--- config.mk ---
export PLATFORM = sky130hd
export DESIGN_NAME = hazard_ctrl_flat
export DESIGN_NICKNAME = d
export VERILOG_FILES = /design/src/rtl/hazard_ctrl_if.sv /design/src/rtl/hazard_ctrl.sv /design/src/flat_wrapper.sv
export SDC_FILE = /design/constraint.sdc
export NUM_CORES = 1
export LEC_CHECK = 0
export ABC_AREA = 1
export BUFFER_PORTS_ARGS = -buffer_cell sky130_fd_sc_hd__buf_2
export CORE_MARGIN = 1
export CORE_UTILIZATION = 47
export DETAILED_ROUTE_END_ITERATION = 10
export GPL_TIMING_DRIVEN = 0
export MAX_ROUTING_LAYER = met4
export PLACE_DENSITY = 0.69
export SYNTH_ARGS = -nofsm -noshare
export SYNTH_HDL_FRONTEND = slang
export SYNTH_SLANG_ARGS = --single-unit
--- constraint.sdc ---
create_clock -name clk -period 1.9 [get_ports clk]
set_input_delay 0 -clock clk [delete_from_list [all_inputs] [get_ports clk]]
set_output_delay 0 -clock clk [all_outputs]
set_load 0.005 [all_outputs]
--- src/rtl/hazard_ctrl_if.sv ---
// Hazard-control bundle: pipeline-side hazard inputs and the stall/flush/multi-cycle controls.
// master = hazard controller, slave = pipeline (or bench) side.
interface hazard_ctrl_if #(
    parameter int CNT_W = 32
);
    logic [4:0]       rs1D;
    logic [4:0]       rs2D;
    logic [4:0]       rdE;
    logic             LoadE;
    logic             PCSrcE;
    logic             McReqE;
    logic             McDone;
    logic             StallF;
    logic             StallD;
    logic             StallE;
    logic             FlushD;
    logic             FlushE;
    logic             FlushM;
    logic             McStart;
    logic             McTimeout;
    logic [CNT_W-1:0] StallCount;

    modport master (
        input  rs1D, rs2D, rdE, LoadE, PCSrcE, McReqE, McDone,
        output StallF, StallD, StallE, FlushD, FlushE, FlushM,
               McStart, McTimeout, StallCount
    );

    modport slave (
        output rs1D, rs2D, rdE, LoadE, PCSrcE, McReqE, McDone,
        input  StallF, StallD, StallE, FlushD, FlushE, FlushM,
               McStart, McTimeout, StallCount
    );
endinterface

--- src/rtl/hazard_ctrl.sv ---
// Stall/flush controller: load-use stall, taken-branch flush, multi-cycle unit sequencing, stall counter.
// Define HAZARD_MC_EN to enable the multi-cycle (MUL/DIV) start/done sequencing with watchdog.
module hazard_ctrl #(
    parameter int MC_TIMEOUT = 64,
    parameter int CNT_W      = 32
) (
    input  logic          clk,
    input  logic          reset,
    hazard_ctrl_if.master hz
);

    logic             lwStall;
    logic             stallF;
    logic             stallD;
    logic             stallE;
    logic             flushD;
    logic             flushE;
    logic             flushM;
    logic             mcStart;
    logic             mcTimeout;
    logic [CNT_W-1:0] stallCount;

    assign lwStall = hz.LoadE & (hz.rdE != 5'd0) &
                     ((hz.rs1D == hz.rdE) | (hz.rs2D == hz.rdE));

`ifdef HAZARD_MC_EN

    typedef enum logic {
        RUN     = 1'b0,
        MC_WAIT = 1'b1
    } state_t;

    localparam logic [7:0] TMO = 8'(MC_TIMEOUT);

    state_t     state;
    state_t     nextState;
    logic [7:0] wcnt;
    logic [7:0] nextWcnt;
    logic       setTimeout;

    always_ff @(posedge clk) begin
        if (reset) begin
            state     <= RUN;
            wcnt      <= 8'd0;
            mcTimeout <= 1'b0;
        end else begin
            state <= nextState;
            wcnt  <= nextWcnt;
            if (setTimeout) begin
                mcTimeout <= 1'b1;
            end
        end
    end

    // McDone wins over the watchdog when both land on the final wait cycle.
    always_comb begin
        nextState  = state;
        nextWcnt   = wcnt;
        setTimeout = 1'b0;
        case (state)
            RUN: begin
                if (hz.McReqE) begin
                    nextState = MC_WAIT;
                    nextWcnt  = 8'd1;
                end
            end
            MC_WAIT: begin
                if (hz.McDone) begin
                    nextState = RUN;
                end else if (wcnt >= TMO) begin
                    nextState  = RUN;
                    setTimeout = 1'b1;
                end else begin
                    nextWcnt = wcnt + 8'd1;
                end
            end
            default: begin
                nextState = RUN;
            end
        endcase
    end

    always_comb begin
        stallF  = lwStall & ~hz.PCSrcE;
        stallD  = lwStall & ~hz.PCSrcE;
        stallE  = 1'b0;
        flushD  = hz.PCSrcE;
        flushE  = lwStall | hz.PCSrcE;
        flushM  = 1'b0;
        mcStart = 1'b0;
        if (reset) begin
            stallF = 1'b0;
            stallD = 1'b0;
            flushD = 1'b1;
            flushE = 1'b1;
            flushM = 1'b1;
        end else begin
            case (state)
                RUN: begin
                    if (hz.McReqE) begin
                        stallF  = 1'b1;
                        stallD  = 1'b1;
                        stallE  = 1'b1;
                        flushD  = 1'b0;
                        flushE  = 1'b0;
                        flushM  = 1'b1;
                        mcStart = 1'b1;
                    end
                end
                MC_WAIT: begin
                    // Release cycle (done or watchdog) lets the op in E advance to M.
                    flushD = 1'b0;
                    flushE = 1'b0;
                    if (!hz.McDone && (wcnt < TMO)) begin
                        stallF = 1'b1;
                        stallD = 1'b1;
                        stallE = 1'b1;
                        flushM = 1'b1;
                    end else begin
                        stallF = 1'b0;
                        stallD = 1'b0;
                    end
                end
                default: begin
                    stallF = 1'b0;
                    stallD = 1'b0;
                end
            endcase
        end
    end

`else

    logic unusedMcInputs;
    assign unusedMcInputs = ^{hz.McReqE, hz.McDone, MC_TIMEOUT[0]};

    always_comb begin
        stallF  = lwStall & ~hz.PCSrcE;
        stallD  = lwStall & ~hz.PCSrcE;
        stallE  = 1'b0;
        flushD  = hz.PCSrcE;
        flushE  = lwStall | hz.PCSrcE;
        flushM  = 1'b0;
        mcStart = 1'b0;
        if (reset) begin
            stallF = 1'b0;
            stallD = 1'b0;
            flushD = 1'b1;
            flushE = 1'b1;
        end
    end

    assign mcTimeout = 1'b0;

`endif

    // Performance counter of fetch-stall cycles, sticking at all-ones.
    always_ff @(posedge clk) begin
        if (reset) begin
            stallCount <= '0;
        end else if (stallF && (stallCount != '1)) begin
            stallCount <= stallCount + CNT_W'(1);
        end
    end

    assign hz.StallF     = stallF;
    assign hz.StallD     = stallD;
    assign hz.StallE     = stallE;
    assign hz.FlushD     = flushD;
    assign hz.FlushE     = flushE;
    assign hz.FlushM     = flushM;
    assign hz.McStart    = mcStart;
    assign hz.McTimeout  = mcTimeout;
    assign hz.StallCount = stallCount;

endmodule

--- src/flat_wrapper.sv ---
// flat-port wrapper written by rule: the top's interface ports become plain ports
module hazard_ctrl_flat 
#(
    parameter int MC_TIMEOUT = 64,
    parameter int CNT_W      = 32
)
  (clk, reset, hz_rs1D, hz_rs2D, hz_rdE, hz_LoadE, hz_PCSrcE, hz_McReqE, hz_McDone, hz_StallF, hz_StallD, hz_StallE, hz_FlushD, hz_FlushE, hz_FlushM, hz_McStart, hz_McTimeout, hz_StallCount);
  hazard_ctrl_if #(.CNT_W(CNT_W)) hz_i ();
  input  logic clk;
  input  logic reset;
  input wire logic [$bits(hz_i.rs1D)-1:0] hz_rs1D;
  input wire logic [$bits(hz_i.rs2D)-1:0] hz_rs2D;
  input wire logic [$bits(hz_i.rdE)-1:0] hz_rdE;
  input wire logic [$bits(hz_i.LoadE)-1:0] hz_LoadE;
  input wire logic [$bits(hz_i.PCSrcE)-1:0] hz_PCSrcE;
  input wire logic [$bits(hz_i.McReqE)-1:0] hz_McReqE;
  input wire logic [$bits(hz_i.McDone)-1:0] hz_McDone;
  output wire logic [$bits(hz_i.StallF)-1:0] hz_StallF;
  output wire logic [$bits(hz_i.StallD)-1:0] hz_StallD;
  output wire logic [$bits(hz_i.StallE)-1:0] hz_StallE;
  output wire logic [$bits(hz_i.FlushD)-1:0] hz_FlushD;
  output wire logic [$bits(hz_i.FlushE)-1:0] hz_FlushE;
  output wire logic [$bits(hz_i.FlushM)-1:0] hz_FlushM;
  output wire logic [$bits(hz_i.McStart)-1:0] hz_McStart;
  output wire logic [$bits(hz_i.McTimeout)-1:0] hz_McTimeout;
  output wire logic [$bits(hz_i.StallCount)-1:0] hz_StallCount;
  assign hz_i.rs1D = hz_rs1D;
  assign hz_i.rs2D = hz_rs2D;
  assign hz_i.rdE = hz_rdE;
  assign hz_i.LoadE = hz_LoadE;
  assign hz_i.PCSrcE = hz_PCSrcE;
  assign hz_i.McReqE = hz_McReqE;
  assign hz_i.McDone = hz_McDone;
  assign hz_StallF = hz_i.StallF;
  assign hz_StallD = hz_i.StallD;
  assign hz_StallE = hz_i.StallE;
  assign hz_FlushD = hz_i.FlushD;
  assign hz_FlushE = hz_i.FlushE;
  assign hz_FlushM = hz_i.FlushM;
  assign hz_McStart = hz_i.McStart;
  assign hz_McTimeout = hz_i.McTimeout;
  assign hz_StallCount = hz_i.StallCount;
  hazard_ctrl #(.MC_TIMEOUT(MC_TIMEOUT), .CNT_W(CNT_W)) u_core (.clk(clk), .reset(reset), .hz(hz_i));
endmodule
==> impl_metrics.tcl <==
set metrics [dict create \
    path_clk_slew_ps 70 \
    r2r_cells 10 \
    dp_hpwl_microns 4840 \
    hp-class "primary input to flop" \
    rows 25 \
    place_ws_ps -121 \
    max-cap-violations 0 \
    drv_slew 0 \
    synth_seq_area_share_pct 26.4 \
    r2r_start "u_core.hz.StallCount[0]" \
    postSynthAreaPerCell_sq_um 6.20 \
    timing_worst_setup_path_type "flop to flop" \
    ios 61 \
    fin_crit_ps 1760 \
    hold_buffers 0 \
    grt_usage_pct 25.4 \
    gp_congestion 1.00 \
    drive_gt1_share_pct 26.5 \
    holdCritStartpoint "reset" \
    startpoint_type "flop" \
    grt_start_max_net_pins 11 \
    overflow 0 \
    layout_commonest_cell "nand2_1" \
    avgViaCountPerCell 4.79 \
    routed_wl_microns 6120 \
    fin_nets 477 \
    grt_pass1_wl_microns 10000 \
    clk_latency_ps 290 \
    clk_path_buf_depth 2 \
    hold_depth 2 \
    relSlewSlack_pct 49.5 \
    cts_tree "yes" \
    finalSetupViolCount 0 \
    r2r_slack_ps 140 \
    antenna_found_initial 0 \
    path_max_fanout 10 \
    first_iter_violations 158 \
    powerDensity_mw_per_mm2 457 \
    p_leak_nw 1.19 \
    ant_nets 0 \
    die_area_sq_mm 0.00544 \
    post_drt_wl_per_cell_microns 11.7 \
    ys_top_cells_by_area "dfxtp_1 (26%), nand2_1 (26%), a21oi_2 (11%), xor2_1 (7.2%), nor2_1 (7.0%)" \
    cts_buffers 5 \
    cp-end-kind "flop" \
    reg2reg_to "u_core.hz.StallCount[6]" \
    arrival_ps 1910 \
    clkSinkCount 32 \
    area_growth_pct 19.7 \
    drt_pass1_iterations 4 \
    die_h_microns 73.8 \
    post-route-period-util_pct 92.4 \
    synth.top_cell.area_share_pct 26.4 \
    synth_cells 391 \
    hold_end "u_core.hz.StallCount[10]" \
    ys_ff_latch 32 \
    netlist_area_sq_mm 0.00242 \
    htree_levels 2 \
    maxClockFrequency_mhz 570 \
    layout.cells.most_common_list "nand2_1 (166), buf_2 (53), nor2_1 (43)" \
    core_sq_mm 0.00485 \
    vias 2504 \
    clock-skew-final_ps 5.44 \
    required_ps 2050 \
    vdd_ir_drop_max_v 0.000269 \
    die_x_microns 73.8 \
    numPortBuffers 53 \
    worstMarginPinSlew_ps 757 \
    fin_ws_ps 144 \
    n_antenna_cell 0 \
    hold_violations 0 \
    place_area_sq_mm 0.00278 \
    synth.distinct_cells 24 \
    grt_pass1_vias 2161 \
    final_area_sq_mm 0.00290 \
    start_util_pct 50.0 \
    cts_root_buffer "clkbuf_8" \
    synth_top_area_cell "dfxtp_1" \
    drc 0 \
    largest_reg_flops 32 \
    rsz0062_at_grt "false" \
    synth_warnings 0 \
    status "finished, final reports clean" \
]
## power breakdown
part | internal, mW | switching, mW
Clock | 0.289 | 0.266
Combinational | 0.0404 | 0.0600
Sequential | 0.669 | 0.000653
Total | 0.999 | 0.326
## cell type report
class / count / area [sq um]
fill: 488 / 1950
multi-input combinational: 313 / 1570
sequential: 32 / 646
timing repair buffer: 54 / 273
inverter: 34 / 128
buffer: 15 / 109
tap: 67 / 83.8
clock buffer: 6 / 82.6
clock inverter: 2 / 10.0
## synth_stat cells
| master | count |
|---|---|
| nand2_1 | 166 |
| nor2_1 | 45 |
| dfxtp_1 | 32 |
| a21oi_2 | 30 |
| inv_1 | 30 |
| xor2_1 | 20 |
| nor3_1 | 13 |
| nand3_1 | 9 |
| buf_4 | 8 |
| nand3b_1 | 6 |
| clkbuf_1 | 4 |
| inv_2 | 4 |
| nor2_2 | 4 |
| buf_6 | 3 |
| nand2_2 | 3 |
| nand4_1 | 3 |
| xnor2_1 | 3 |
| a21oi_1 | 2 |
| conb_1 | 1 |
| ha_1 | 1 |
| nand4_4 | 1 |
| nor2_4 | 1 |
| nor3b_1 | 1 |
| o21ai_0 | 1 |
## layer usage
metal / part of all wire, % / routed length [microns] / up-vias / GRT usage (%)
met4: 1.8 / 112 / 0 / 9.19
met3: 5.1 / 312 / 11 / 4.12
met1: 49 / 2980 / 1096 / 33.2
met5: 0 / 0 / - / -
met2: 44 / 2710 / 65 / 39.3
li1: - / - / 1332 / -
## repair_timing
action                                  4_1_cts  5_1_grt
endpoints found under the setup margin       30       30
gates resized for setup                       2        5
pin swaps                                     0        1
buffers inserted                              0        1
## cells by family (layout without fill, tap and decap cells)
group	after synthesis	in the layout	synth area share, %
flops	32	32	26.4
compound gates	33	33	11.5
buf+inv	49	111	9.76
other cells	1	4	0.155
xor+xnor	23	23	8.32
fa+ha+maj	1	1	0.516
simple gates	252	252	43.3
## stage by stage
stage	utilization, %	cells	total power, mW	TNS, ps	hold slack (ps)
floorplan	-	394	0.751	0	137
global placement	57.4	514	0.786	-4210	315
detailed placement	57.4	514	0.788	-3320	318
CTS	59.4	522	1.35	0	17.3
global route	59.8	523	1.39	0	37.1
finish	59.8	523	1.33	0	21.8
## worst max-delay path by stage
stage	from	endpoint	slack [ps]	depth (start not counted)
2_1_floorplan	u_core.hz.StallCount[0]	u_core.hz.StallCount[22]	160	10
5_1_grt	u_core.hz.StallCount[4]	u_core.hz.StallCount[25]	20	9
4_1_cts	u_core.hz.StallCount[0]	u_core.hz.StallCount[6]	30	10
6_report	u_core.hz.StallCount[0]	u_core.hz.StallCount[6]	140	10
3_5_place_dp	u_core.hz.StallCount[0]	u_core.hz.StallCount[29]	-120	10
3_3_place_gp	u_core.hz.StallCount[0]	u_core.hz.StallCount[29]	-150	10
## critical path, cell delays in order, from the launching register on
cell and delay, ps:
dfxtp_4 390, ha_2 210, inv_1 90, nor2_4 110
nand2_2 110, nand3b_1 170, nor2_1 130, nor2_2 90
buf_4 170, nand2_1 90, a21oi_2 50
(Power assumes the default switching activity.)
